==> src/rtl/box_controller_multi.sv <==
// Multi-box on-screen controller: button-steered move/resize with
// edge clamping, size limits and press-and-hold auto-repeat.
module box_controller_multi #(
  parameter int IMAGE_WIDTH   = 1280,
  parameter int IMAGE_HEIGHT  = 720,
  parameter int COORD_W       = 12,
  parameter int NUM_BOXES     = 4,
  parameter int INIT_BOX_SIZE = 50,
  parameter int MIN_BOX_SIZE  = 5,
  parameter int MAX_BOX_SIZE  = 300,
  parameter int STEP_FAST     = 10,
  parameter int STEP_SLOW     = 2,
  parameter int HOLD_DELAY    = 50000000,
  parameter int REPEAT_DELAY  = 10000000,
  localparam int SW = (NUM_BOXES > 1) ? $clog2(NUM_BOXES) : 1
) (
  input  logic                   clk,
  input  logic                   rst,
  input  logic                   mode_sel,
  input  logic                   speed_sel,
  input  logic [4:0]             butns,
  output logic [16*NUM_BOXES-1:0] x1_o,
  output logic [16*NUM_BOXES-1:0] x2_o,
  output logic [16*NUM_BOXES-1:0] y1_o,
  output logic [16*NUM_BOXES-1:0] y2_o,
  output logic [SW-1:0]          sel_o,
  output logic [1:0]             leds
);

  localparam int CW   = COORD_W;
  localparam int CNTW = $clog2(HOLD_DELAY + 1);
  localparam logic [CW-1:0] XMAX = CW'(IMAGE_WIDTH - 1);
  localparam logic [CW-1:0] YMAX = CW'(IMAGE_HEIGHT - 1);
  localparam logic [CW-1:0] ONE  = CW'(1);

  typedef enum logic [1:0] {S_IDLE, S_HOLD, S_RPT} state_t;

  logic [4:0]      r_s1, r_s2, r_prev;
  state_t          r_state;
  logic [CNTW-1:0] r_cnt;
  logic [SW-1:0]   r_sel;
  logic [1:0]      r_leds;
  logic [CW-1:0]   r_x1 [NUM_BOXES];
  logic [CW-1:0]   r_x2 [NUM_BOXES];
  logic [CW-1:0]   r_y1 [NUM_BOXES];
  logic [CW-1:0]   r_y2 [NUM_BOXES];

  logic [4:0]      w_rise;
  logic            w_dir, w_rdir, w_ctr, w_go, w_apply;
  logic [3:0]      w_mask;
  logic [CW-1:0]   w_step;
  logic [2*CW-1:0] w_nx, w_ny;

  function automatic logic [2*CW-1:0] f_axis(
    input logic [CW-1:0] lo, hi, lim, st,
    input logic rsz, dec, inc, grow, shrink
  );
    logic [CW-1:0] dl, dh, nl, nh;
    dl = (st < lo) ? st : lo;
    dh = (st < (lim - hi)) ? st : (lim - hi);
    f_axis = {lo, hi};
    if (!rsz) begin
      if (dec)      f_axis = {lo - dl, hi - dl};
      else if (inc) f_axis = {lo + dh, hi + dh};
    end else if (grow) begin
      nl = lo - dl;
      nh = hi + dh;
      if (nh - nl + ONE <= CW'(MAX_BOX_SIZE)) f_axis = {nl, nh};
    end else if (shrink) begin
      if (hi - lo + ONE >= CW'(MIN_BOX_SIZE) + (st << 1))
        f_axis = {lo + st, hi - st};
    end
  endfunction

  assign w_rise = r_s2 & ~r_prev;
  assign w_dir  = |r_s2[3:0];
  assign w_rdir = |w_rise[3:0];
  assign w_ctr  = w_rise[4];
  assign w_step = speed_sel ? CW'(STEP_SLOW) : CW'(STEP_FAST);

  // Fresh presses act on the new directions; repeats act on all held ones.
  always_comb begin
    w_go   = 1'b0;
    w_mask = 4'b0;
    if (w_rdir) begin
      w_go   = 1'b1;
      w_mask = w_rise[3:0];
    end else if (r_state != S_IDLE && w_dir && r_cnt == '0) begin
      w_go   = 1'b1;
      w_mask = r_s2[3:0];
    end
    if (r_s2[0] && r_s2[1]) w_mask[1:0] = 2'b00;
    if (r_s2[2] && r_s2[3]) w_mask[3:2] = 2'b00;
  end

  assign w_apply = w_go && !w_ctr;

  assign w_nx = f_axis(r_x1[r_sel], r_x2[r_sel], XMAX, w_step, mode_sel,
                       w_mask[0], w_mask[1], w_mask[1], w_mask[0]);
  assign w_ny = f_axis(r_y1[r_sel], r_y2[r_sel], YMAX, w_step, mode_sel,
                       w_mask[2], w_mask[3], w_mask[2], w_mask[3]);

  always_ff @(posedge clk or posedge rst) begin
    if (rst) begin
      r_s1    <= '0;
      r_s2    <= '0;
      r_prev  <= '0;
      r_state <= S_IDLE;
      r_cnt   <= '0;
      r_sel   <= '0;
      r_leds  <= 2'b01;
    end else begin
      r_s1   <= butns;
      r_s2   <= r_s1;
      r_prev <= r_s2;
      r_leds <= mode_sel ? 2'b10 : 2'b01;
      if (w_ctr)
        r_sel <= (r_sel == SW'(NUM_BOXES - 1)) ? '0 : r_sel + SW'(1);
      unique case (r_state)
        S_IDLE: begin
          if (w_rdir) begin
            r_cnt   <= CNTW'(HOLD_DELAY - 1);
            r_state <= S_HOLD;
          end
        end
        S_HOLD, S_RPT: begin
          if (!w_dir) begin
            r_state <= S_IDLE;
          end else if (w_rdir) begin
            r_cnt   <= CNTW'(HOLD_DELAY - 1);
            r_state <= S_HOLD;
          end else if (r_cnt == '0) begin
            r_cnt   <= CNTW'(REPEAT_DELAY - 1);
            r_state <= S_RPT;
          end else begin
            r_cnt <= r_cnt - CNTW'(1);
          end
        end
        default: r_state <= S_IDLE;
      endcase
    end
  end

  always_ff @(posedge clk or posedge rst) begin
    if (rst) begin
      for (int i = 0; i < NUM_BOXES; i++) begin
        r_x1[i] <= CW'(i * INIT_BOX_SIZE);
        r_x2[i] <= CW'(i * INIT_BOX_SIZE + INIT_BOX_SIZE - 1);
        r_y1[i] <= '0;
        r_y2[i] <= CW'(INIT_BOX_SIZE - 1);
      end
    end else if (w_apply) begin
      r_x1[r_sel] <= w_nx[2*CW-1:CW];
      r_x2[r_sel] <= w_nx[CW-1:0];
      r_y1[r_sel] <= w_ny[2*CW-1:CW];
      r_y2[r_sel] <= w_ny[CW-1:0];
    end
  end

  for (genvar g = 0; g < NUM_BOXES; g++) begin : g_out
    assign x1_o[16*g +: 16] = {{(16-CW){1'b0}}, r_x1[g]};
    assign x2_o[16*g +: 16] = {{(16-CW){1'b0}}, r_x2[g]};
    assign y1_o[16*g +: 16] = {{(16-CW){1'b0}}, r_y1[g]};
    assign y2_o[16*g +: 16] = {{(16-CW){1'b0}}, r_y2[g]};
  end

  assign sel_o = r_sel;
  assign leds  = r_leds;

endmodule
==> config.mk <==
export PLATFORM = sky130hd
export DESIGN_NAME = box_controller_multi
export DESIGN_NICKNAME = d
export VERILOG_FILES = /design/src/rtl/box_controller_multi.sv
export SDC_FILE = /design/constraint.sdc
export NUM_CORES = 1
export LEC_CHECK = 0
export ABC_AREA = 1
export BUFFER_PORTS_ARGS = -buffer_cell sky130_fd_sc_hd__buf_2
export CORE_MARGIN = 5
export CORE_UTILIZATION = 45
export DETAILED_ROUTE_END_ITERATION = 10
export PLACE_DENSITY = 0.64
export RECOVER_POWER = 50
export SETUP_SLACK_MARGIN = 0.4
export SLEW_MARGIN = 20
export SYNTH_ARGS = -nofsm -noshare
export SYNTH_HDL_FRONTEND = slang
export SYNTH_SLANG_ARGS = --single-unit
==> constraint.sdc <==
create_clock -name clk -period 11 [get_ports clk]
set_clock_uncertainty 0.1 [all_clocks]
set_input_delay 1.65 -clock clk [delete_from_list [all_inputs] [get_ports clk]]
set_output_delay 1.65 -clock clk [all_outputs]
set_load 0.01 [all_outputs]
==> run_summary.xml, run 1 <==
<?xml version="1.0" encoding="UTF-8"?>
<metrics>
  <group name="setup_path">
    <metric name="cpMaxStageDelayCell" unit="">dfrtp_4</metric>
    <metric name="startpoint_class_of_the_critical_path" unit="">flop</metric>
    <metric name="timing.critical_path.required" unit="ns">11.41</metric>
    <metric name="delay_of_the_slowest_cell_on_the_worst_path" unit="ns">0.69</metric>
    <metric name="timing.critical_path.to_type" unit="">flop</metric>
    <metric name="critical_path_peak_fanout" unit="">55</metric>
    <metric name="top_cell_by_count_worst_path" unit="">nand2_1</metric>
    <metric name="worst-setup-path-type" unit="">flop to flop</metric>
    <metric name="cp_data_arrival_time" unit="ns">8.88</metric>
  </group>
  <group name="place">
    <metric name="placement.io_buffers" unit="">204</metric>
    <metric name="routabilityCongestion" unit="">0.974</metric>
    <metric name="place_ws" unit="ns">2.58</metric>
    <metric name="dp_hpwl" unit="mm">56.2</metric>
  </group>
  <group name="logic_synthesis">
    <metric name="post_synth_instance_area" unit="µm²">21400</metric>
    <metric name="synthSimpleGateAreaFrac" unit="%">35.3</metric>
    <metric name="ys_warn_count" unit="">0</metric>
    <metric name="count_leader_synth" unit="">nand2_1</metric>
    <metric name="synth_seq_area_share" unit="%">28.2</metric>
    <metric name="synth_top_family_by_area" unit="">simple AND/OR/NAND/NOR gates</metric>
    <metric name="post_synth_main_area_contributors" unit="">dfrtp_1 23%, nand2_1 18%, ha_1 9.7%, nand3_1 8.9%, inv_1 4.8%</metric>
    <metric name="netlist-cell-type-count" unit="">62</metric>
    <metric name="portion_of_synthesized_cell_area_occupied_by_the_leading_cell_type" unit="%">23.4</metric>
    <metric name="synth_compound_area_share" unit="%">12.0</metric>
    <metric name="async_reset_ff_share" unit="%">100</metric>
    <metric name="ys_seq_elements" unit="">239</metric>
    <metric name="synth-adder-area-share" unit="%">10.4</metric>
    <metric name="synth_commonest_cells" unit="">1030 x nand2_1, 382 x nand3_1, 275 x inv_1, 200 x dfrtp_1, 189 x nor2_1</metric>
    <metric name="synthesis.area_per_instance" unit="µm²">6.73</metric>
    <metric name="synthDominantAreaCellType" unit="">dfrtp_1</metric>
    <metric name="muxShareOfSynthArea" unit="%">0</metric>
    <metric name="synth_top_flop_cell" unit="">dfrtp_1</metric>
    <metric name="synth_xor_area_share" unit="%">3.48</metric>
    <metric name="synth_enable_flop_cells" unit="">0</metric>
    <metric name="syn-instance-count" unit="">3184</metric>
  </group>
  <group name="clock_tree">
    <metric name="clockBufferDepth" unit="">3</metric>
    <metric name="tritoncts" unit="">yes</metric>
    <metric name="cts_root_buffer" unit="">clkbuf_16</metric>
    <metric name="setup_fix_bufs_post_cts" unit="">0</metric>
    <metric name="clk_latency" unit="ns">0.58</metric>
    <metric name="depth_of_the_cts_h_tree" unit="">1</metric>
    <metric name="clkTransAtPathRegs" unit="ns">0.06</metric>
    <metric name="cts-hold-fix-buffers" unit="">0</metric>
    <metric name="ctsResizeCount" unit="">0</metric>
    <metric name="cts_buf_count" unit="">29</metric>
    <metric name="cts.sinks" unit="">239</metric>
  </group>
  <group name="layout">
    <metric name="ratio_of_cells_with_drive_above_1_in_the_final_layout" unit="%">7.68</metric>
    <metric name="layout-area-overhead-vs-synth" unit="%">9.55</metric>
    <metric name="antenna_cells_inserted" unit="">0</metric>
    <metric name="nets" unit="">3532</metric>
    <metric name="utilization" unit="%">49.4</metric>
  </group>
  <group name="floorplan">
    <metric name="start_util" unit="%">45.1</metric>
    <metric name="ioPinCount" unit="">269</metric>
    <metric name="floorplan.die.width" unit="µm">228</metric>
    <metric name="floorplan_core_area" unit="µm²">47400</metric>
    <metric name="die_area" unit="µm²">52100</metric>
    <metric name="die_h" unit="µm">228</metric>
    <metric name="floorplan.rows" unit="">80</metric>
  </group>
  <group name="worst_hold_path">
    <metric name="holdCritPathClass" unit="">flop to flop</metric>
  </group>
  <group name="run">
    <metric name="drv.max_cap_violation_count" unit="">2</metric>
  </group>
  <group name="sta">
    <metric name="setup_violations" unit="">0</metric>
    <metric name="hold_viol_final" unit="">0</metric>
    <metric name="worst_slew_pin_slew" unit="ns">5.43</metric>
    <metric name="tns" unit="ns">0</metric>
    <metric name="final.setup.worst_slack" unit="ns">2.53</metric>
    <metric name="max_clock_freq" unit="MHz">118</metric>
    <metric name="setup_repair_after_global_routing_missed_its_margin" unit="">false</metric>
    <metric name="finalMaxSlewViolations" unit="">162</metric>
    <metric name="period_minus_slack" unit="ns">8.47</metric>
    <metric name="whs" unit="ns">0.252</metric>
    <metric name="slew_hr" unit="%">-262</metric>
    <metric name="min_period_over_period" unit="%">77.0</metric>
  </group>
  <group name="detailed_routing">
    <metric name="drt.antenna.violating_nets" unit="">0</metric>
    <metric name="drt_first_iter_violations" unit="">2034</metric>
    <metric name="post_detailed_routing_wire_length" unit="mm">79.2</metric>
    <metric name="drt_pass1_iterations" unit="">6</metric>
    <metric name="routed_vias" unit="">22410</metric>
    <metric name="drcViolationCount" unit="">0</metric>
    <metric name="detail_route.vias_per_cell" unit="">5.62</metric>
    <metric name="avg_wl_per_cell" unit="µm">19.9</metric>
  </group>
  <group name="grt">
    <metric name="pin_count_of_the_biggest_net_entering_global_routing" unit="">115</metric>
    <metric name="grt_use_total" unit="%">29.0</metric>
    <metric name="grt_pass1_wl" unit="mm">122</metric>
    <metric name="first_global_vias" unit="">21058</metric>
    <metric name="initial_antenna_violation_count" unit="">0</metric>
    <metric name="grt_overflow" unit="">0</metric>
  </group>
  <group name="outcome">
    <metric name="failed_checks" unit="">max-capacitance violations, max-slew violations</metric>
    <metric name="status" unit="">finished, violations left</metric>
  </group>
</metrics>
[cell type report]
| cell class | instances | area (µm²) |
|---|---|---|
| clock buffers | 38 | 820 |
| inverters | 299 | 1130 |
| fillers | 4892 | 24000 |
| well taps | 615 | 769 |
| repair buffers | 228 | 998 |
| multi-input cells | 2552 | 13500 |
| flip-flops and latches | 239 | 6030 |
| clock inverters | 16 | 219 |
[registers in the layout, indices dropped and copies added, names as in the netlist, 5 cells and up]
register and flops:
y2_o 48, x1_o 48, r_prev 5, r_s2 5, r_cnt 26, r_s1 5, x2_o 48, y1_o 48
[per-layer routing]
metal	part of all wire, %	track usage, %	vias up
li1	-	-	10651
met1	41	38.1	10577
met2	48	49.6	1006
met3	7.4	3.99	176
met4	3.4	9.25	0
met5	0	0	-
[path summary, 6_finish.rpt]
check	cells past startpoint	slack, ns	from	end
max	38	2.53	sel_o[0]	y1_o[40]
min reg2reg	0	0.25	r_s1[2]	r_s2[2]
min in group asynchronous	2	2.56	rst	y2_o[25]
max reg2reg	38	2.53	sel_o[0]	y1_o[40]
min	0	0.25	r_s1[2]	r_s2[2]
max in group asynchronous	4	4.96	rst	x1_o[33]
[through the flow]
step                      instances  instance area [µm²]
final                          3987                23500
after global routing           3987                23500
after CTS                      3987                23700
after detailed placement       3933                22600
after global placement         3933                22600
after floorplan                3277                21800
[cell usage in the layout, fill, tap and decap left out, types with 7 or more instances in the layout]
master | Yosys | layout
xor2_1 | 69 | 69
a31oi_1 | 10 | 10
o211ai_2 | 12 | 12
o21ai_0 | 140 | 140
or2_2 | 19 | 19
nand4_1 | 33 | 33
fa_1 | 8 | 8
dfrtp_1 | 200 | 198
dfstp_2 | 39 | 32
xnor2_1 | 16 | 16
o21ai_1 | 28 | 28
ha_1 | 166 | 166
o221ai_1 | 13 | 13
inv_2 | 13 | 15
o211ai_1 | 26 | 26
nand2_1 | 1030 | 1026
nor2_1 | 189 | 188
o21bai_1 | 10 | 10
nor4_1 | 10 | 10
conb_1 | 2 | 95
clkbuf_16 | 0 | 29
inv_1 | 275 | 274
clkbuf_1 | 66 | 163
dfstp_1 | 0 | 7
buf_2 | 15 | 45
nor3_1 | 34 | 34
nand3_1 | 382 | 382
clkinv_1 | 8 | 7
buf_4 | 76 | 23
nand2_2 | 29 | 33
a21oi_1 | 156 | 156
[kinds of logic after synthesis]
family	count (synthesis)
adders and majority gates	174
other	2
xor gates and xnor gates	85
DFF	239
and+or+nand+nor	1763
buffers and inverters	486
AOI/OAI and AO/OA	435
[critical path, delay by kind of cell, from the launching register on]
family                     cells  cell delay (ns)
and+or+nand+nor               17             2.27
AOI/OAI and AO/OA             10             1.98
buffers and inverters          6             1.58
adders and majority gates      4             1.19
DFF                            1             0.69
xor gates and xnor gates       1             0.45
Power of run 1 is left out: the tool's default activity adds up to more than one toggle a clock period on the data nets, which glitch-free logic cannot reach.
==> run 2: changes to the inputs <==
--- a/config.mk
+++ b/config.mk
@@ -10,7 +10,7 @@
 export CORE_MARGIN = 5
 export CORE_UTILIZATION = 45
 export DETAILED_ROUTE_END_ITERATION = 10
-export PLACE_DENSITY = 0.64
+export PLACE_DENSITY = 0.67
 export RECOVER_POWER = 50
 export SETUP_SLACK_MARGIN = 0.4
 export SLEW_MARGIN = 20
==> constraint.sdc (replaced) <==
create_clock -name clk -period 7.4 [get_ports clk]
set_clock_uncertainty 0.1 [all_clocks]
set_input_delay 1.11 -clock clk [delete_from_list [all_inputs] [get_ports clk]]
set_output_delay 1.11 -clock clk [all_outputs]
set_load 0.01 [all_outputs]
==> run 2 against run 1 <==
The flow still finishes with violations (max-capacitance violations, max-slew violations). Wire length fell by 4.9%. Final area rose by 2.4%. Utilization rose by 1.2 points. Sequential cell count did not move. Register-to-register slack got worse by 1.8 ns. Worst hold slack got worse by 0.0051 ns. Highest routed layer is now met5.
==> run_summary.xml, run 2 (synthesized netlist as in run 1, its figures left out) <==
<?xml version="1.0" encoding="UTF-8"?>
<metrics>
  <group name="outcome">
    <metric name="status" unit="">finished, violations left</metric>
    <metric name="failed_checks" unit="">max-capacitance violations, max-slew violations</metric>
  </group>
  <group name="detailed_routing">
    <metric name="post_detailed_routing_wire_length" unit="mm">75.3</metric>
    <metric name="routed_vias" unit="">22091</metric>
    <metric name="drt_first_iter_violations" unit="">2183</metric>
    <metric name="detail_route.vias_per_cell" unit="">5.49</metric>
    <metric name="avg_wl_per_cell" unit="µm">18.7</metric>
    <metric name="drt_pass1_iterations" unit="">6</metric>
    <metric name="drt.antenna.violating_nets" unit="">0</metric>
    <metric name="drcViolationCount" unit="">0</metric>
  </group>
  <group name="sta">
    <metric name="tns" unit="ns">0</metric>
    <metric name="min_period_over_period" unit="%">89.9</metric>
    <metric name="setup_repair_after_global_routing_missed_its_margin" unit="">true</metric>
    <metric name="hold_viol_final" unit="">0</metric>
    <metric name="period_minus_slack" unit="ns">6.65</metric>
    <metric name="slew_hr" unit="%">-164</metric>
    <metric name="max_clock_freq" unit="MHz">150</metric>
    <metric name="setup_violations" unit="">0</metric>
    <metric name="finalMaxSlewViolations" unit="">270</metric>
    <metric name="worst_slew_pin_slew" unit="ns">3.96</metric>
  </group>
  <group name="setup_path">
    <metric name="startpoint_class_of_the_critical_path" unit="">flop</metric>
    <metric name="worst-setup-path-type" unit="">flop to flop</metric>
    <metric name="critical_path_peak_fanout" unit="">43</metric>
    <metric name="top_cell_by_count_worst_path" unit="">nand2_1</metric>
    <metric name="cp_data_arrival_time" unit="ns">7.01</metric>
    <metric name="cpMaxStageDelayCell" unit="">dfrtp_4</metric>
    <metric name="delay_of_the_slowest_cell_on_the_worst_path" unit="ns">0.51</metric>
    <metric name="timing.critical_path.required" unit="ns">7.76</metric>
    <metric name="timing.critical_path.to_type" unit="">flop</metric>
  </group>
  <group name="layout">
    <metric name="fillers" unit="">4904</metric>
    <metric name="layout_common_cells" unit="">1026 x nand2_1, 381 x nand3_1, 274 x inv_1</metric>
    <metric name="multi_input_area" unit="µm²">13600</metric>
    <metric name="nets" unit="">3572</metric>
    <metric name="layout.cells.most_common" unit="">nand2_1</metric>
    <metric name="sequential_cell_area" unit="µm²">6030</metric>
    <metric name="layout-area-overhead-vs-synth" unit="%">12.2</metric>
    <metric name="antenna_cells_inserted" unit="">0</metric>
    <metric name="ratio_of_cells_with_drive_above_1_in_the_final_layout" unit="%">11.7</metric>
  </group>
  <group name="place">
    <metric name="routabilityCongestion" unit="">0.992</metric>
    <metric name="dp_hpwl" unit="mm">53.3</metric>
    <metric name="placement.io_buffers" unit="">204</metric>
  </group>
  <group name="clock_tree">
    <metric name="cts_root_buffer" unit="">clkbuf_16</metric>
    <metric name="depth_of_the_cts_h_tree" unit="">1</metric>
    <metric name="clockBufferDepth" unit="">3</metric>
    <metric name="cts_buf_count" unit="">28</metric>
    <metric name="tritoncts" unit="">yes</metric>
    <metric name="cts-hold-fix-buffers" unit="">0</metric>
    <metric name="cts.sinks" unit="">239</metric>
    <metric name="clk_latency" unit="ns">0.58</metric>
    <metric name="clkTransAtPathRegs" unit="ns">0.06</metric>
  </group>
  <group name="grt">
    <metric name="pin_count_of_the_biggest_net_entering_global_routing" unit="">155</metric>
    <metric name="grt_overflow" unit="">0</metric>
    <metric name="initial_antenna_violation_count" unit="">1</metric>
    <metric name="first_global_vias" unit="">20448</metric>
    <metric name="grt_pass1_wl" unit="mm">116</metric>
    <metric name="grt_use_total" unit="%">27.1</metric>
  </group>
  <group name="worst_hold_path">
    <metric name="holdCritPathClass" unit="">flop to flop</metric>
  </group>
  <group name="floorplan">
    <metric name="floorplan.die.width" unit="µm">228</metric>
    <metric name="die_h" unit="µm">228</metric>
    <metric name="ioPinCount" unit="">269</metric>
    <metric name="floorplan.rows" unit="">80</metric>
    <metric name="floorplan_core_area" unit="µm²">47400</metric>
    <metric name="start_util" unit="%">45.1</metric>
    <metric name="die_area" unit="µm²">52100</metric>
  </group>
  <group name="run">
    <metric name="drv.max_cap_violation_count" unit="">3</metric>
  </group>
</metrics>
## run 2: cell count changes in the layout (fill, tap and decap cells not counted), moves of 3 or more
cell / before / now
buf_4: 23 / 53
dfstp_2: 32 / 39
dfstp_1: 7 / 0
a21oi_2: 1 / 4
clkbuf_1: 163 / 82
xor2_2: 0 / 3
a21oi_1: 156 / 153
clkinvlp_4: 0 / 4
xor2_1: 69 / 66
buf_12: 0 / 4
buf_2: 45 / 125
## run 2: path summary, 6_finish.rpt
kind	from	endpoint	slack (ns)	cells past startpoint
worst min-delay path	r_s1[1]	r_s2[1]	0.25	0
worst max-delay path	sel_o[0]	y2_o[1]	0.75	35
min in group asynchronous	rst	y1_o[24]	0.54	2
worst min register to register	r_s1[1]	r_s2[1]	0.25	0
worst max register to register	sel_o[0]	y2_o[1]	0.75	35
max in group asynchronous	rst	sel_o[0]	1.83	3
## run 2: per-stage QoR
step / cell area (µm²) / utilization (%) / worst slack, ns / hold WS, ns / instances
2_1_floorplan: 21800 / - / 1.27 / 0.231 / 3277
3_3_place_gp: 22900 / 48.4 / 0.434 / 0.234 / 3966
3_5_place_dp: 22900 / 48.4 / 0.360 / 0.236 / 3966
4_1_cts: 24000 / 50.5 / 0.412 / 0.249 / 4018
5_1_grt: 24000 / 50.6 / 0.264 / 0.255 / 4026
6_report: 24000 / 50.6 / 0.751 / 0.247 / 4026
## run 2: area by class of cell
cell class,count,share of cell area [%]
Inverter,299,4.74
Multi-Input combinational cell,2554,56.6
Sequential cell,239,25.1
Clock inverter,14,0.661
Tap cell,615,3.20
Timing Repair Buffer,267,6.14
Clock buffer,38,3.49
## run 2: repair_timing
action / 4_1_cts / 5_1_grt
setup endpoints to repair: 36 / 192
resized for setup: 2 / 19
gates cloned: 0 / 3
pin swaps: 0 / 5
setup buffers: 0 / 5
## run 2: critical path: cells and delay by family, from the launching register on
family / cells / cell delay (ns)
AO/OA/AOI/OAI: 6 / 1.16
buffers and inverters: 3 / 0.77
flip-flops: 1 / 0.51
adder cells (fa/ha/maj): 4 / 1.15
XOR/XNOR: 1 / 0.23
AND/OR/NAND/NOR: 21 / 2.56
## run 2: layer usage
metal,global-route usage [%],routed length (µm),vias to the layer above
met4,9.68,3290,2
li1,-,-,10747
met5,0,7,-
met1,35.3,30600,10269
met3,2.86,4950,205
met2,46.9,36500,868
Power of run 2 is left out for the same reason.
==> run 3: changes to the inputs <==
--- a/config.mk
+++ b/config.mk
@@ -10,7 +10,7 @@
 export CORE_MARGIN = 5
 export CORE_UTILIZATION = 45
 export DETAILED_ROUTE_END_ITERATION = 10
-export PLACE_DENSITY = 0.67
+export PLACE_DENSITY = 0.64
 export RECOVER_POWER = 50
 export SETUP_SLACK_MARGIN = 0.4
 export SLEW_MARGIN = 20
==> constraint.sdc (replaced) <==
create_clock -name clk -period 6.2 [get_ports clk]
set_clock_uncertainty 0.1 [all_clocks]
set_input_delay 0.93 -clock clk [delete_from_list [all_inputs] [get_ports clk]]
set_output_delay 0.93 -clock clk [all_outputs]
set_load 0.01 [all_outputs]
==> run 3 against run 2 <==
The flow still finishes with violations (max-capacitance violations, max-slew violations). Sequential share of layout area down 3.0 points. Fmax rose by 14%. Worst hold slack improved by 0.0016 ns. Register-to-register slack worse by 0.40 ns. Non-clock buffer count rose by 166. Critical path depth increased by 6. Sequential cell count did not move.
==> run_summary.xml, run 3 (synthesized netlist as in run 1, its figures left out) <==
<?xml version="1.0" encoding="UTF-8"?>
<metrics>
  <group name="outcome">
    <metric name="status" unit="">finished, violations left</metric>
    <metric name="failed_checks" unit="">max-capacitance violations, max-slew violations</metric>
  </group>
  <group name="place">
    <metric name="dp_hpwl" unit="mm">59.3</metric>
    <metric name="dp.cells" unit="">4048</metric>
    <metric name="routabilityCongestion" unit="">1.00</metric>
    <metric name="placement.io_buffers" unit="">204</metric>
    <metric name="place_ws" unit="ns">-0.139</metric>
  </group>
  <group name="layout">
    <metric name="fillers" unit="">4520</metric>
    <metric name="layout-area-overhead-vs-synth" unit="%">27.7</metric>
    <metric name="ratio_of_cells_with_drive_above_1_in_the_final_layout" unit="%">23.5</metric>
    <metric name="finish.cell_count_without_fillers" unit="">4195</metric>
    <metric name="antenna_cells_inserted" unit="">0</metric>
    <metric name="layout.cells.most_common" unit="">nand2_1</metric>
    <metric name="nets" unit="">3739</metric>
    <metric name="layout_common_cells" unit="">935 x nand2_1, 296 x nand3_1, 263 x inv_1</metric>
  </group>
  <group name="run">
    <metric name="drv.max_cap_violation_count" unit="">2</metric>
  </group>
  <group name="floorplan">
    <metric name="ioPinCount" unit="">269</metric>
    <metric name="floorplan.rows" unit="">80</metric>
    <metric name="die_area" unit="µm²">52100</metric>
    <metric name="die_h" unit="µm">228</metric>
    <metric name="start_util" unit="%">45.1</metric>
    <metric name="floorplan_core_area" unit="µm²">47400</metric>
    <metric name="floorplan.die.width" unit="µm">228</metric>
  </group>
  <group name="clock_tree">
    <metric name="tritoncts" unit="">yes</metric>
    <metric name="clk_latency" unit="ns">0.59</metric>
    <metric name="cts.sinks" unit="">239</metric>
    <metric name="cts_root_buffer" unit="">clkbuf_16</metric>
    <metric name="depth_of_the_cts_h_tree" unit="">1</metric>
    <metric name="cts_buf_count" unit="">30</metric>
    <metric name="clkTransAtPathRegs" unit="ns">0.06</metric>
    <metric name="clockBufferDepth" unit="">3</metric>
  </group>
  <group name="grt">
    <metric name="grt_overflow" unit="">0</metric>
    <metric name="first_global_vias" unit="">22535</metric>
    <metric name="pin_count_of_the_biggest_net_entering_global_routing" unit="">169</metric>
    <metric name="grt_pass1_wl" unit="mm">129</metric>
    <metric name="grt_use_total" unit="%">30.7</metric>
    <metric name="initial_antenna_violation_count" unit="">0</metric>
  </group>
  <group name="sta">
    <metric name="period_minus_slack" unit="ns">5.85</metric>
    <metric name="final.setup.worst_slack" unit="ns">0.351</metric>
    <metric name="worst_slew_pin_slew" unit="ns">3.89</metric>
    <metric name="slew_hr" unit="%">-159</metric>
    <metric name="tns" unit="ns">0</metric>
    <metric name="finalMaxSlewViolations" unit="">112</metric>
    <metric name="max_clock_freq" unit="MHz">171</metric>
    <metric name="whs" unit="ns">0.248</metric>
    <metric name="setup_repair_after_global_routing_missed_its_margin" unit="">true</metric>
    <metric name="hold_viol_final" unit="">0</metric>
    <metric name="setup_violations" unit="">0</metric>
    <metric name="min_period_over_period" unit="%">94.3</metric>
  </group>
  <group name="detailed_routing">
    <metric name="routed_vias" unit="">23831</metric>
    <metric name="drt_pass1_iterations" unit="">6</metric>
    <metric name="detail_route.vias_per_cell" unit="">5.68</metric>
    <metric name="avg_wl_per_cell" unit="µm">20.8</metric>
    <metric name="drt_first_iter_violations" unit="">2203</metric>
    <metric name="drt.antenna.violating_nets" unit="">0</metric>
    <metric name="drcViolationCount" unit="">0</metric>
    <metric name="post_detailed_routing_wire_length" unit="mm">87.3</metric>
  </group>
  <group name="setup_path">
    <metric name="cp_data_arrival_time" unit="ns">6.27</metric>
    <metric name="critical_path_peak_fanout" unit="">8</metric>
    <metric name="timing.critical_path.required" unit="ns">6.62</metric>
    <metric name="delay_of_the_slowest_cell_on_the_worst_path" unit="ns">0.55</metric>
    <metric name="startpoint_class_of_the_critical_path" unit="">flop</metric>
    <metric name="cpMaxStageDelayCell" unit="">dfrtp_4</metric>
    <metric name="timing.critical_path.to_type" unit="">flop</metric>
    <metric name="r2r_start" unit="">sel_o[0]</metric>
    <metric name="worst-setup-path-type" unit="">flop to flop</metric>
    <metric name="startpoint_of_the_worst_setup_timing_path" unit="">sel_o[0]</metric>
  </group>
  <group name="worst_hold_path">
    <metric name="hold_path_startpoint" unit="">r_s1[4]</metric>
    <metric name="holdCritPathClass" unit="">flop to flop</metric>
  </group>
</metrics>
[run 3: changes by cell type in the layout (fill, tap and decap cells not counted), moves of 13 or more]
| cell | before | now |
|---|---|---|
| nand3_1 | 381 | 296 |
| a21oi_1 | 153 | 123 |
| buf_4 | 53 | 182 |
| nand2_4 | 3 | 27 |
| nand2_2 | 33 | 100 |
| a21oi_2 | 4 | 30 |
| nand3_2 | 8 | 88 |
| ha_1 | 166 | 141 |
| buf_12 | 4 | 18 |
| nand2_1 | 1026 | 935 |
| nor2_1 | 187 | 174 |
| ha_4 | 0 | 25 |
[run 3: worst max-delay path, delay by kind of cell (launching register included)]
kind,cells,cell delay [ns]
DFF,1,0.55
buffers and inverters,12,1.30
and+or+nand+nor,19,2.13
adders and majority gates,4,0.93
AOI/OAI and AO/OA,6,0.76
[run 3: per-stage QoR]
stage	utilization, %	instance area, µm²
after global routing	57.6	27300
after floorplan	-	21800
after global placement	49.9	23700
after CTS	53.9	25600
final	57.6	27300
after detailed placement	49.9	23700
[run 3: layout make-up]
class	instances	area (µm²)	share of cell area [%]
flip-flops and latches	239	6030	22.1
well taps	615	769	2.81
clock buffers	46	892	3.26
repair buffers	433	3220	11.8
inverters	299	1170	4.29
clock inverters	10	85.1	0.311
multi-input cells	2553	15200	55.5
[run 3: metal layers]
layer  part of all wire, %  wire (µm)  global-route usage [%]  vias up
met5                     0          0                       0        -
met4                   5.9       5130                    13.8        0
met3                   7.9       6870                    4.02      301
met2                    47      40700                    51.6     1121
met1                    40      34600                    39.7    11333
li1                      -          -                       -    11076
[run 3: worst paths after layout]
| kind | endpoint | slack (ns) | cells after the start |
|---|---|---|---|
| max | x2_o[57] | 0.35 | 41 |
| min | r_s2[4] | 0.25 | 0 |
| max reg2reg | x2_o[57] | 0.35 | 41 |
| min reg2reg | r_s2[4] | 0.25 | 0 |
| max in group asynchronous | x1_o[32] | 1.93 | 3 |
| min in group asynchronous | y2_o[57] | 0.45 | 3 |
[run 3: what timing repair did]
item,4_1_cts,5_1_grt
hold buffers,0,0
gates resized for setup,96,295
hold endpoints to repair,0,0
buffers inserted,29,46
pin swaps,31,174
cloned,6,10
endpoints found under the setup margin,192,192
Power of run 3 is left out for the same reason.
